===== src/rtl/router_1_out_arbiter_if.sv =====
// Handshake bundle between one router_1 output-port arbiter and its input FIFOs,
// crossbar and downstream credit return.
interface router_1_out_arbiter_if #(
    parameter int unsigned CNT_W = 3
);
    logic             req_W;
    logic             req_S;
    logic             req_L;
    logic             tail_W;
    logic             tail_S;
    logic             tail_L;
    logic             credit_in;
    logic [2:0]       sel_out;
    logic             rd_W;
    logic             rd_S;
    logic             rd_L;
    logic             flit_valid;
    logic [CNT_W-1:0] credit_cnt;
    logic             busy;
    logic             wdog_err;

    modport master (
        input  req_W, req_S, req_L, tail_W, tail_S, tail_L, credit_in,
        output sel_out, rd_W, rd_S, rd_L, flit_valid, credit_cnt, busy, wdog_err
    );

    modport slave (
        output req_W, req_S, req_L, tail_W, tail_S, tail_L, credit_in,
        input  sel_out, rd_W, rd_S, rd_L, flit_valid, credit_cnt, busy, wdog_err
    );
endinterface


===== src/rtl/router_1_out_arbiter.sv =====
// Round-robin wormhole arbiter sharing one router_1 output among W/S/L FIFOs, credit-gated.
// Optional lock watchdog enabled by defining ROUTER1_ARB_WATCHDOG_EN.
module router_1_out_arbiter #(
    parameter int unsigned CREDITS     = 4,
    parameter int unsigned CNT_W       = 3,
    parameter int unsigned WDOG_CYCLES = 64
) (
    input  logic                  clk,
    input  logic                  rst,
    router_1_out_arbiter_if.master bus
);
    // Crossbar port codes shared with router_1_state_defines.v
    localparam logic [2:0] W_PORT  = 3'd3;
    localparam logic [2:0] S_PORT  = 3'd2;
    localparam logic [2:0] L_PORT  = 3'd4;
    localparam logic [2:0] NO_PORT = 3'b111;
    localparam int unsigned SUM_W  = CNT_W + 1;

    typedef enum logic {IDLE, LOCKED} state_e;
    typedef enum logic [1:0] {PW = 2'd0, PS = 2'd1, PL = 2'd2} port_e;

    state_e           state_q, state_d;
    port_e            grant_q, grant_d, last_q, last_d, winner;
    logic [CNT_W-1:0] cnt_q, cnt_d;
    logic [SUM_W-1:0] cnt_sum;
    logic             req_g, tail_g, xfer, wdog_fire, fv;
    logic [2:0]       rd, sel;

    if (CREDITS == 0 || CREDITS > (2 ** CNT_W) - 1) begin : g_bad_credits
        $error("CREDITS must be in 1..2^CNT_W-1");
    end
    if (WDOG_CYCLES == 0) begin : g_bad_wdog
        $error("WDOG_CYCLES must be nonzero");
    end

    // Head-of-line status of the granted FIFO
    always_comb begin
        req_g  = 1'b0;
        tail_g = 1'b0;
        case (grant_q)
            PW:      begin req_g = bus.req_W; tail_g = bus.tail_W; end
            PS:      begin req_g = bus.req_S; tail_g = bus.tail_S; end
            PL:      begin req_g = bus.req_L; tail_g = bus.tail_L; end
            default: begin req_g = 1'b0;      tail_g = 1'b0;      end
        endcase
    end

    assign xfer = (state_q == LOCKED) && req_g && (cnt_q != '0);

    // Round-robin pick, starting at the port after the last winner
    always_comb begin
        winner = PW;
        case (last_q)
            PW: begin
                if (bus.req_S)      winner = PS;
                else if (bus.req_L) winner = PL;
                else                winner = PW;
            end
            PS: begin
                if (bus.req_L)      winner = PL;
                else if (bus.req_W) winner = PW;
                else                winner = PS;
            end
            default: begin
                if (bus.req_W)      winner = PW;
                else if (bus.req_S) winner = PS;
                else                winner = PL;
            end
        endcase
    end

`ifdef ROUTER1_ARB_WATCHDOG_EN
    localparam int unsigned WD_W = $clog2(WDOG_CYCLES + 1);
    logic [WD_W-1:0] wdog_q;
    logic            wdog_err_q;

    // Counts stalled LOCKED cycles; cleared by any transfer or by leaving LOCKED
    always_ff @(posedge clk or posedge rst) begin
        if (rst) begin
            wdog_q     <= '0;
            wdog_err_q <= 1'b0;
        end else begin
            wdog_err_q <= wdog_fire;
            if (state_q != LOCKED || xfer || wdog_fire) wdog_q <= '0;
            else                                        wdog_q <= wdog_q + WD_W'(1);
        end
    end

    assign bus.wdog_err = wdog_err_q;
`else
    assign bus.wdog_err = 1'b0;
`endif

    // Next-state and crossbar/FIFO strobes
    always_comb begin
        state_d   = state_q;
        grant_d   = grant_q;
        last_d    = last_q;
        sel       = NO_PORT;
        rd        = 3'b000;
        fv        = 1'b0;
        wdog_fire = 1'b0;
        case (state_q)
            IDLE: begin
                if (bus.req_W || bus.req_S || bus.req_L) begin
                    grant_d = winner;
                    state_d = LOCKED;
                end
            end
            LOCKED: begin
                case (grant_q)
                    PW:      sel = W_PORT;
                    PS:      sel = S_PORT;
                    PL:      sel = L_PORT;
                    default: sel = NO_PORT;
                endcase
                if (xfer) begin
                    rd = 3'b001 << grant_q;
                    fv = 1'b1;
                    if (tail_g) begin
                        state_d = IDLE;
                        last_d  = grant_q;
                    end
                end
`ifdef ROUTER1_ARB_WATCHDOG_EN
                else if (wdog_q == WD_W'(WDOG_CYCLES - 1)) begin
                    wdog_fire = 1'b1;
                    state_d   = IDLE;
                    last_d    = grant_q;
                end
`endif
            end
            default: state_d = IDLE;
        endcase
    end

    // Credit counter saturates at CREDITS; a return and a use in the same cycle cancel
    always_comb begin
        cnt_sum = {1'b0, cnt_q} + SUM_W'(bus.credit_in) - SUM_W'(xfer);
        cnt_d   = (cnt_sum > SUM_W'(CREDITS)) ? CNT_W'(CREDITS) : cnt_sum[CNT_W-1:0];
    end

    always_ff @(posedge clk or posedge rst) begin
        if (rst) begin
            state_q <= IDLE;
            grant_q <= PW;
            last_q  <= PL;
            cnt_q   <= CNT_W'(CREDITS);
        end else begin
            state_q <= state_d;
            grant_q <= grant_d;
            last_q  <= last_d;
            cnt_q   <= cnt_d;
        end
    end

    assign bus.sel_out    = sel;
    assign bus.rd_W       = rd[0];
    assign bus.rd_S       = rd[1];
    assign bus.rd_L       = rd[2];
    assign bus.flit_valid = fv;
    assign bus.credit_cnt = cnt_q;
    assign bus.busy       = (state_q == LOCKED);
endmodule

===== src/flat_wrapper.sv =====
// flat-port wrapper written by rule: the top's interface ports become plain ports
module router_1_out_arbiter_flat 
#(
    parameter int unsigned CREDITS     = 4,
    parameter int unsigned CNT_W       = 3,
    parameter int unsigned WDOG_CYCLES = 64
)
  (clk, rst, bus_req_W, bus_req_S, bus_req_L, bus_tail_W, bus_tail_S, bus_tail_L, bus_credit_in, bus_sel_out, bus_rd_W, bus_rd_S, bus_rd_L, bus_flit_valid, bus_credit_cnt, bus_busy, bus_wdog_err);
  router_1_out_arbiter_if #(.CNT_W(CNT_W)) bus_i ();
  input  logic clk;
  input  logic rst;
  input wire logic [$bits(bus_i.req_W)-1:0] bus_req_W;
  input wire logic [$bits(bus_i.req_S)-1:0] bus_req_S;
  input wire logic [$bits(bus_i.req_L)-1:0] bus_req_L;
  input wire logic [$bits(bus_i.tail_W)-1:0] bus_tail_W;
  input wire logic [$bits(bus_i.tail_S)-1:0] bus_tail_S;
  input wire logic [$bits(bus_i.tail_L)-1:0] bus_tail_L;
  input wire logic [$bits(bus_i.credit_in)-1:0] bus_credit_in;
  output wire logic [$bits(bus_i.sel_out)-1:0] bus_sel_out;
  output wire logic [$bits(bus_i.rd_W)-1:0] bus_rd_W;
  output wire logic [$bits(bus_i.rd_S)-1:0] bus_rd_S;
  output wire logic [$bits(bus_i.rd_L)-1:0] bus_rd_L;
  output wire logic [$bits(bus_i.flit_valid)-1:0] bus_flit_valid;
  output wire logic [$bits(bus_i.credit_cnt)-1:0] bus_credit_cnt;
  output wire logic [$bits(bus_i.busy)-1:0] bus_busy;
  output wire logic [$bits(bus_i.wdog_err)-1:0] bus_wdog_err;
  assign bus_i.req_W = bus_req_W;
  assign bus_i.req_S = bus_req_S;
  assign bus_i.req_L = bus_req_L;
  assign bus_i.tail_W = bus_tail_W;
  assign bus_i.tail_S = bus_tail_S;
  assign bus_i.tail_L = bus_tail_L;
  assign bus_i.credit_in = bus_credit_in;
  assign bus_sel_out = bus_i.sel_out;
  assign bus_rd_W = bus_i.rd_W;
  assign bus_rd_S = bus_i.rd_S;
  assign bus_rd_L = bus_i.rd_L;
  assign bus_flit_valid = bus_i.flit_valid;
  assign bus_credit_cnt = bus_i.credit_cnt;
  assign bus_busy = bus_i.busy;
  assign bus_wdog_err = bus_i.wdog_err;
  router_1_out_arbiter #(.CREDITS(CREDITS), .CNT_W(CNT_W), .WDOG_CYCLES(WDOG_CYCLES)) u_core (.clk(clk), .rst(rst), .bus(bus_i));
endmodule

===== config.mk =====
export PLATFORM = sky130hd
export DESIGN_NAME = router_1_out_arbiter_flat
export DESIGN_NICKNAME = d
export VERILOG_FILES = /design/src/rtl/router_1_out_arbiter_if.sv /design/src/rtl/router_1_out_arbiter.sv /design/src/flat_wrapper.sv
export SDC_FILE = /design/constraint.sdc
export NUM_CORES = 1
export LEC_CHECK = 0
export BUFFER_PORTS_ARGS = -buffer_cell sky130_fd_sc_hd__buf_2
export CAP_MARGIN = 10
export CORE_UTILIZATION = 43
export CTS_CLUSTER_DIAMETER = 40
export DETAILED_ROUTE_END_ITERATION = 16
export PLACE_DENSITY = 0.72
export SETUP_SLACK_MARGIN = 0.15
export SYNTH_ARGS = -nofsm -noshare
export SYNTH_HDL_FRONTEND = slang
export SYNTH_SLANG_ARGS = --single-unit

===== constraint.sdc =====
create_clock -name clk -period 2.9 [get_ports clk]
set_input_delay 0.58 -clock clk [delete_from_list [all_inputs] [get_ports clk]]
set_output_delay 0.58 -clock clk [all_outputs]
set_load 0.01 [all_outputs]

==> results of run 1 <==
==> flip-flops by register name, summed over array words and instances, names as in the netlist <==
name                   flops
u_core.grant_q             2
u_core.bus.credit_cnt      3
u_core.last_q              2
u_core.bus.busy            1
==> power groups by stage <==
stage / Clock [mW] / Sequential (mW) / Combinational (mW)
floorplan: 0 / 0.218 / 0.422
global route: 0.0872 / 0.231 / 0.855
CTS: 0.0822 / 0.225 / 0.717
global placement: 0 / 0.220 / 0.598
detailed placement: 0 / 0.225 / 0.629
finish: 0.0774 / 0.226 / 0.750
==> worst paths after layout <==
kind,endpoint,cells past startpoint,slack (ns),start
hold reg to reg,u_core.last_q[0],1,0.54,u_core.last_q[0]
hold / removal,u_core.bus.credit_cnt[1],2,0.27,rst
min in group clk,u_core.last_q[0],1,0.54,u_core.last_q[0]
setup reg to reg,u_core.bus.credit_cnt[2],13,0.18,u_core.grant_q[0]
max in group asynchronous,u_core.last_q[1],2,2.36,rst
setup / recovery,u_core.bus.credit_cnt[2],13,0.18,u_core.grant_q[0]
==> worst max-delay path, delay by kind of cell, from the launching register on <==
family	cells	cell delay, ns
and+or+nand+nor	2	0.11
DFF	1	0.41
AOI/OAI and AO/OA	1	0.31
adders and majority gates	4	0.98
muxes	1	0.25
buffers and inverters	4	0.36
xor gates and xnor gates	1	0.21
==> layer usage <==
layer | track usage (%) | up-vias | routed length [um]
met5 | 0 | - | 0
met1 | 21.7 | 261 | 589
li1 | - | 293 | -
met4 | 7.50 | 0 | 5
met2 | 37.3 | 18 | 710
met3 | 1.67 | 2 | 50
==> kinds of logic after synthesis <==
family / count (synthesis) / share of synthesized area (%)
and+or+nand+nor: 22 / 18.2
buffers and inverters: 12 / 7.72
AOI/OAI and AO/OA: 10 / 10.9
adders and majority gates: 9 / 19.0
DFF: 8 / 32.1
muxes: 6 / 10.1
other: 1 / 0.593
xor gates and xnor gates: 1 / 1.39
==> layout make-up <==
cell class	instances	share of cell area [%]
well taps	15	2.15
multi-input cells	49	49.5
inverters	11	4.72
repair buffers	27	17.7
flip-flops and latches	8	23.3
clock buffers	3	2.58
==> layout by cell type (no fill, tap or decap), drive strengths merged, types with 2 or more instances in the layout <==
cell    count
buf        27
dfstp       2
mux2i       3
mux2        3
nor2        3
o21ai       3
clkbuf      3
and2        3
ha          8
a21oi       2
inv        11
nand2       6
nand3       2
a222oi      2
nor3        4
dfrtp       6
==> through the flow <==
step                utilization [%]  hold slack [ns]
finish                         65.6            0.265
floorplan                         -            0.394
CTS                            64.2            0.268
global placement               58.0            0.501
global route                   65.6            0.288
detailed placement             58.0            0.516
==> what timing repair did <==
action                                  4_1_cts  5_1_grt
gates cloned                                  0        0
pin swaps                                     8        3
endpoints found under the hold margin         0        0
setup buffers                                 4        1
resized for setup                             9        2
endpoints found under the setup margin        3        3
==> impl_metrics.csv, run 1 <==
group,metric,value,unit
yosys,synth_most_common_cell,"inv_1",
timing,rsz0062_at_grt,"true",
run_status,status,"finished, final reports clean",
cts,clkTransAtPathRegs,0.05,ns
place,place_hpwl,1090,um
yosys,ys_ff_latch,8,
power_and_ir_drop,p_leak,0.452,nW
cts,clkSinkCount,8,
die,rows,13,
cts,cts_tree,"done",
run,drv_cap,0,
power_and_ir_drop,p_seq_share,21.5,%
routing,wl_per_cell,12.0,um
die,die_y,40.3,um
critical_path,critical_path_class,"reg -> reg",
power_and_ir_drop,power,1.05,mW
die,die_area,1630,um^2
place,gp_congestion,0.781,
finish,final-seq-area,204,um^2
cts,cts_buffers,3,
global_routing,antenna_found_initial,0,
routing,via_per_inst,5.08,
place,port_buffers,19,
routing,dr.first_iter.drc_count,16,
critical_path,crit_path_max_fanout,6,
routing,dr.pass1.iters,5,
timing,relSlewSlack,61.7,%
yosys,yosysTopAreaCell,"dfrtp_1",
die,start_util,47.4,%
power_and_ir_drop,switching_share,43.7,%
die,fp.dieW,40.3,um
routing,ant_nets,0,
cts,htree_levels,1,
power_and_ir_drop,p_switching,460,uW
timing,drv_slew,0,
finish,fin_nets,118,
timing,finalClockSkew,0.00119,ns
place,dpl.cell_count,105,
timing,min_period_over_period,93.9,%
timing,period_needed,2.72,ns
global_routing,gr-total-overflow,0,
cts,ctsHoldBuffers,0,
yosys,synth_area,632,um^2
yosys,async_flop_share,100,%
timing,worst_slew_pin_slew,0.570,ns
yosys,syn_inst,69,
timing,fin_ws,0.176,ns
power_and_ir_drop,p_int,593,uW
yosys,synth-edff-count,0,
yosys,yosysWarnings,0,
global_routing,grt_usage,19.5,%
power_and_ir_drop,ir_drop,0.598,mV
critical_path,crit_path_top_delay_cell,"dfrtp_2",
critical_path,arrival,2.89,ns
global_routing,grt_max_degree,9,
yosys,synth_area_leaders,"dfrtp_1 24%, ha_1 16%, dfstp_2 8.3%",
critical_path,cp-start-kind,"register",
finish,n_antenna_cell,0,
power_and_ir_drop,p_clk_share,7.4,%
yosys,syn_area_per_cell,9.16,um^2
place,postPlaceCellArea,773,um^2
critical_path,crit_path_end_kind,"register",
finish,area_growth_syn_to_layout,38.4,%
routing,wirelength,1360,um
critical_path,crit_top_cell,"inv_2",
yosys,yosys-top-cells-count,"11 x inv_1, 8 x ha_1, 6 x dfrtp_1, 6 x nand2_1, 4 x nor3_1",
routing,drc_errors,0,
timing,setup_tns,0,ns
critical_path,crit_path_max_incr_delay,0.41,ns
timing,timing.fmax,0.367,GHz
yosys,ys_types,26,
die,coreArea,1330,um^2
routing,route.vias.total,574,
global_routing,grt_pass1_vias,503,
cts,root_buffer,"clkbuf_4",
yosys,seq_area_frac_synth,32.1,%
global_routing,grt_pass1_wl,2040,um
yosys,netlist.area_leader.share,23.8,%
power_and_ir_drop,pwr-share-comb,71.2,%
finish,nFillCells,111,
finish,final_cells,113,
timing,hold_violations,0,
yosys,synth_ff_type,"dfrtp_1",
yosys,syn-num-nets,87,
critical_path,crit_required,3.07,ns
die,pin_count,21,
finish,final_cell_area,875,um^2
power_and_ir_drop,power_density,1200,nW/um^2
finish,multi_input_area,433,um^2
timing,setup_violations,0,
cts,cts_max_path_buffers,2,
critical_path,path_cells,"inv_2 > ha_4 > a222oi_1 > buf_4 > nor3_4 > ha_1 > inv_1 > ha_2 > inv_2 > fa_2 > xor2_4 > nand2_1 > mux2_2",
cts,clock_latency,0.24,ns
hold_path,hold_path_class,"in -> async",
finish,layout-drive-gt1-share,46.9,%
place,preCtsSetupSlack,0.0110,ns
Power figures use the tool's default switching activity.
==> run 2: changes to the inputs <==
--- a/config.mk
+++ b/config.mk
@@ -5,12 +5,14 @@
 export SDC_FILE = /design/constraint.sdc
 export NUM_CORES = 1
 export LEC_CHECK = 0
+export ABC_CLOCK_PERIOD_IN_PS = 2900
 export BUFFER_PORTS_ARGS = -buffer_cell sky130_fd_sc_hd__buf_2
 export CAP_MARGIN = 10
 export CORE_UTILIZATION = 43
 export CTS_CLUSTER_DIAMETER = 40
 export DETAILED_ROUTE_END_ITERATION = 16
 export PLACE_DENSITY = 0.72
+export REMOVE_ABC_BUFFERS = 1
 export SETUP_SLACK_MARGIN = 0.15
 export SYNTH_ARGS = -nofsm -noshare
 export SYNTH_HDL_FRONTEND = slang
==> run 2 against run 1 <==
Compared with the run above: critical path depth unchanged; clock skew grew 0.0015 ns; combinational power is 7.3% higher; total power grew 5.6%; flip-flop and latch count stayed put; wire length is 13% higher; maximum frequency fell by 3.6%; sequential power hardly changed; count of clock-buffer cells in the layout unchanged; final cell count rose by 2.7%; highest routed layer unchanged.
==> impl_metrics.csv, run 2 (synthesis results as in run 1) <==
group,metric,value,unit
cts,ctsHoldBuffers,0,
die,die_y,40.3,um
run_status,status,"finished, final reports clean",
timing,min_period_over_period,97.4,%
die,die_area,1630,um^2
place,postPlaceCellArea,776,um^2
global_routing,gr-usage-met2,37.7,%
finish,final_util,67.9,%
cts,cts_tree,"done",
power_and_ir_drop,p_seq_share,20.2,%
finish,area_growth_syn_to_layout,43.4,%
finish,largest_reg_flops,3,
global_routing,use_met1,22.8,%
critical_path,crit_path_max_fanout,6,
critical_path,crit_path_end_kind,"register",
power_and_ir_drop,switching_share,42.0,%
timing,finalClockSkew,0.00268,ns
timing,drv_slew,0,
die,fp.dieW,40.3,um
routing,via_per_inst,5.40,
routing,dr.pass1.iters,4,
power_and_ir_drop,power_density,1230,nW/um^2
global_routing,gr-total-overflow,0,
finish,final_cell_mix,"17 x buf_2, 9 x buf_4, 8 x inv_1, 6 x nand2_1, 6 x dfrtp_1",
global_routing,grt.busiest_layer,"met2",
cts,clkSinkCount,8,
routing,wirelength,1530,um
routing,drc_errors,0,
routing,dr.first_iter.drc_count,19,
routing,wl_per_cell,13.2,um
place,preCtsSetupSlack,-0.0120,ns
critical_path,arrival,3.00,ns
timing,setup_violations,0,
cts,cts_buffers,3,
global_routing,antenna_found_initial,0,
cts,clkTransAtPathRegs,0.05,ns
power_and_ir_drop,p_switching,467,uW
timing,timing.fmax,0.354,GHz
global_routing,grt_max_degree,9,
place,place_hpwl,1110,um
power_and_ir_drop,ir_drop,0.572,mV
finish,layout_commonest_cell,"buf_2",
cts,cts_max_path_buffers,2,
critical_path,critPathLaunch,"u_core.grant_q[0]",
place,dpl.cell_count,107,
finish,n_antenna_cell,0,
global_routing,grt_pass1_wl,2130,um
timing,fin_ws,0.0750,ns
cts,htree_levels,1,
critical_path,crit_required,3.08,ns
finish,layout-drive-gt1-share,50.5,%
finish,fin_nets,121,
timing,holdWs,0.261,ns
die,start_util,47.4,%
power_and_ir_drop,p_clk_share,7.4,%
critical_path,r2r-start,"u_core.grant_q[0]",
timing,rsz0062_at_grt,"true",
timing,period_needed,2.82,ns
routing,ant_nets,0,
run,drv_cap,0,
power_and_ir_drop,power,1.11,mW
finish,final_cells,116,
power_and_ir_drop,p_int,645,uW
timing,setup_tns,0,ns
global_routing,grt_pass1_vias,538,
place,gp_congestion,0.858,
hold_path,hold_path_class,"in -> async",
finish,final_cell_area,906,um^2
power_and_ir_drop,pwr-share-comb,72.4,%
timing,hold_violations,0,
global_routing,grt.met3_usage,3.33,%
critical_path,cp-start-kind,"register",
die,rows,13,
place,port_buffers,19,
die,coreArea,1330,um^2
routing,route.vias.total,626,
cts,clock_latency,0.25,ns
power_and_ir_drop,p_leak,0.475,nW
critical_path,critical_path_class,"reg -> reg",
die,pin_count,21,
cts,root_buffer,"clkbuf_4",
global_routing,grt_usage,20.3,%
run 2: cell count changes in the layout (fill, tap and decap cells not counted):
cell / delta
and2_1: -3
xor2_1: +1
nand2b_4: +1
nor3_4: -1
xor2_4: -1
buf_4: +1
buf_2: -2
and2_4: +3
buf_6: +4
nor3_2: +1
nand2b_1: -1
dfrtp_1: +1
dfrtp_2: -1
run 2: timing repair:
| item | CTS | global route |
|---|---|---|
| setup endpoints to repair | 3 | 3 |
| gates resized for setup | 11 | 8 |
| gates cloned | 0 | 0 |
| pin swaps | 7 | 5 |
| setup buffers | 4 | 2 |
run 2: area by class of cell:
cell class | count | area, um^2
multi-input combinational | 49 | 423
timing repair buffer | 30 | 198
inverter | 11 | 41.3
clock buffer | 3 | 22.5
sequential | 8 | 203
tap | 15 | 18.8
fill | 107 | 428
run 2: path summary, 6_finish.rpt:
check | end | slack [ns] | depth (start not counted)
worst max-delay path | u_core.bus.credit_cnt[2] | 0.08 | 13
worst min-delay path | u_core.grant_q[1] | 0.26 | 2
worst min register to register | u_core.last_q[0] | 0.52 | 1
min in group clk | u_core.last_q[0] | 0.52 | 1
max in group asynchronous | u_core.last_q[1] | 2.36 | 2
worst max register to register | u_core.bus.credit_cnt[2] | 0.08 | 13
run 2: metal layers:
layer | up-vias | routed length [um]
li1 | 301 | -
met1 | 304 | 606
met2 | 19 | 851
met3 | 2 | 70
met4 | 0 | 5
met5 | - | 0
run 2: power groups by stage:
stage / sequential [mW] / combinational, mW / clock (mW)
after floorplan: 0.218 / 0.400 / 0
after global placement: 0.218 / 0.614 / 0
after detailed placement: 0.221 / 0.639 / 0
after CTS: 0.222 / 0.723 / 0.0862
after global routing: 0.230 / 0.897 / 0.0924
final: 0.225 / 0.805 / 0.0824
run 2: critical path: stages (launching register included):
cell	delay, ns
dfrtp_1	0.42
inv_2	0.08
ha_4	0.16
a222oi_1	0.47
nor3_2	0.12
ha_1	0.29
inv_1	0.06
ha_2	0.18
inv_2	0.04
fa_2	0.32
xor2_1	0.15
buf_4	0.16
nand2_1	0.05
mux2_2	0.25
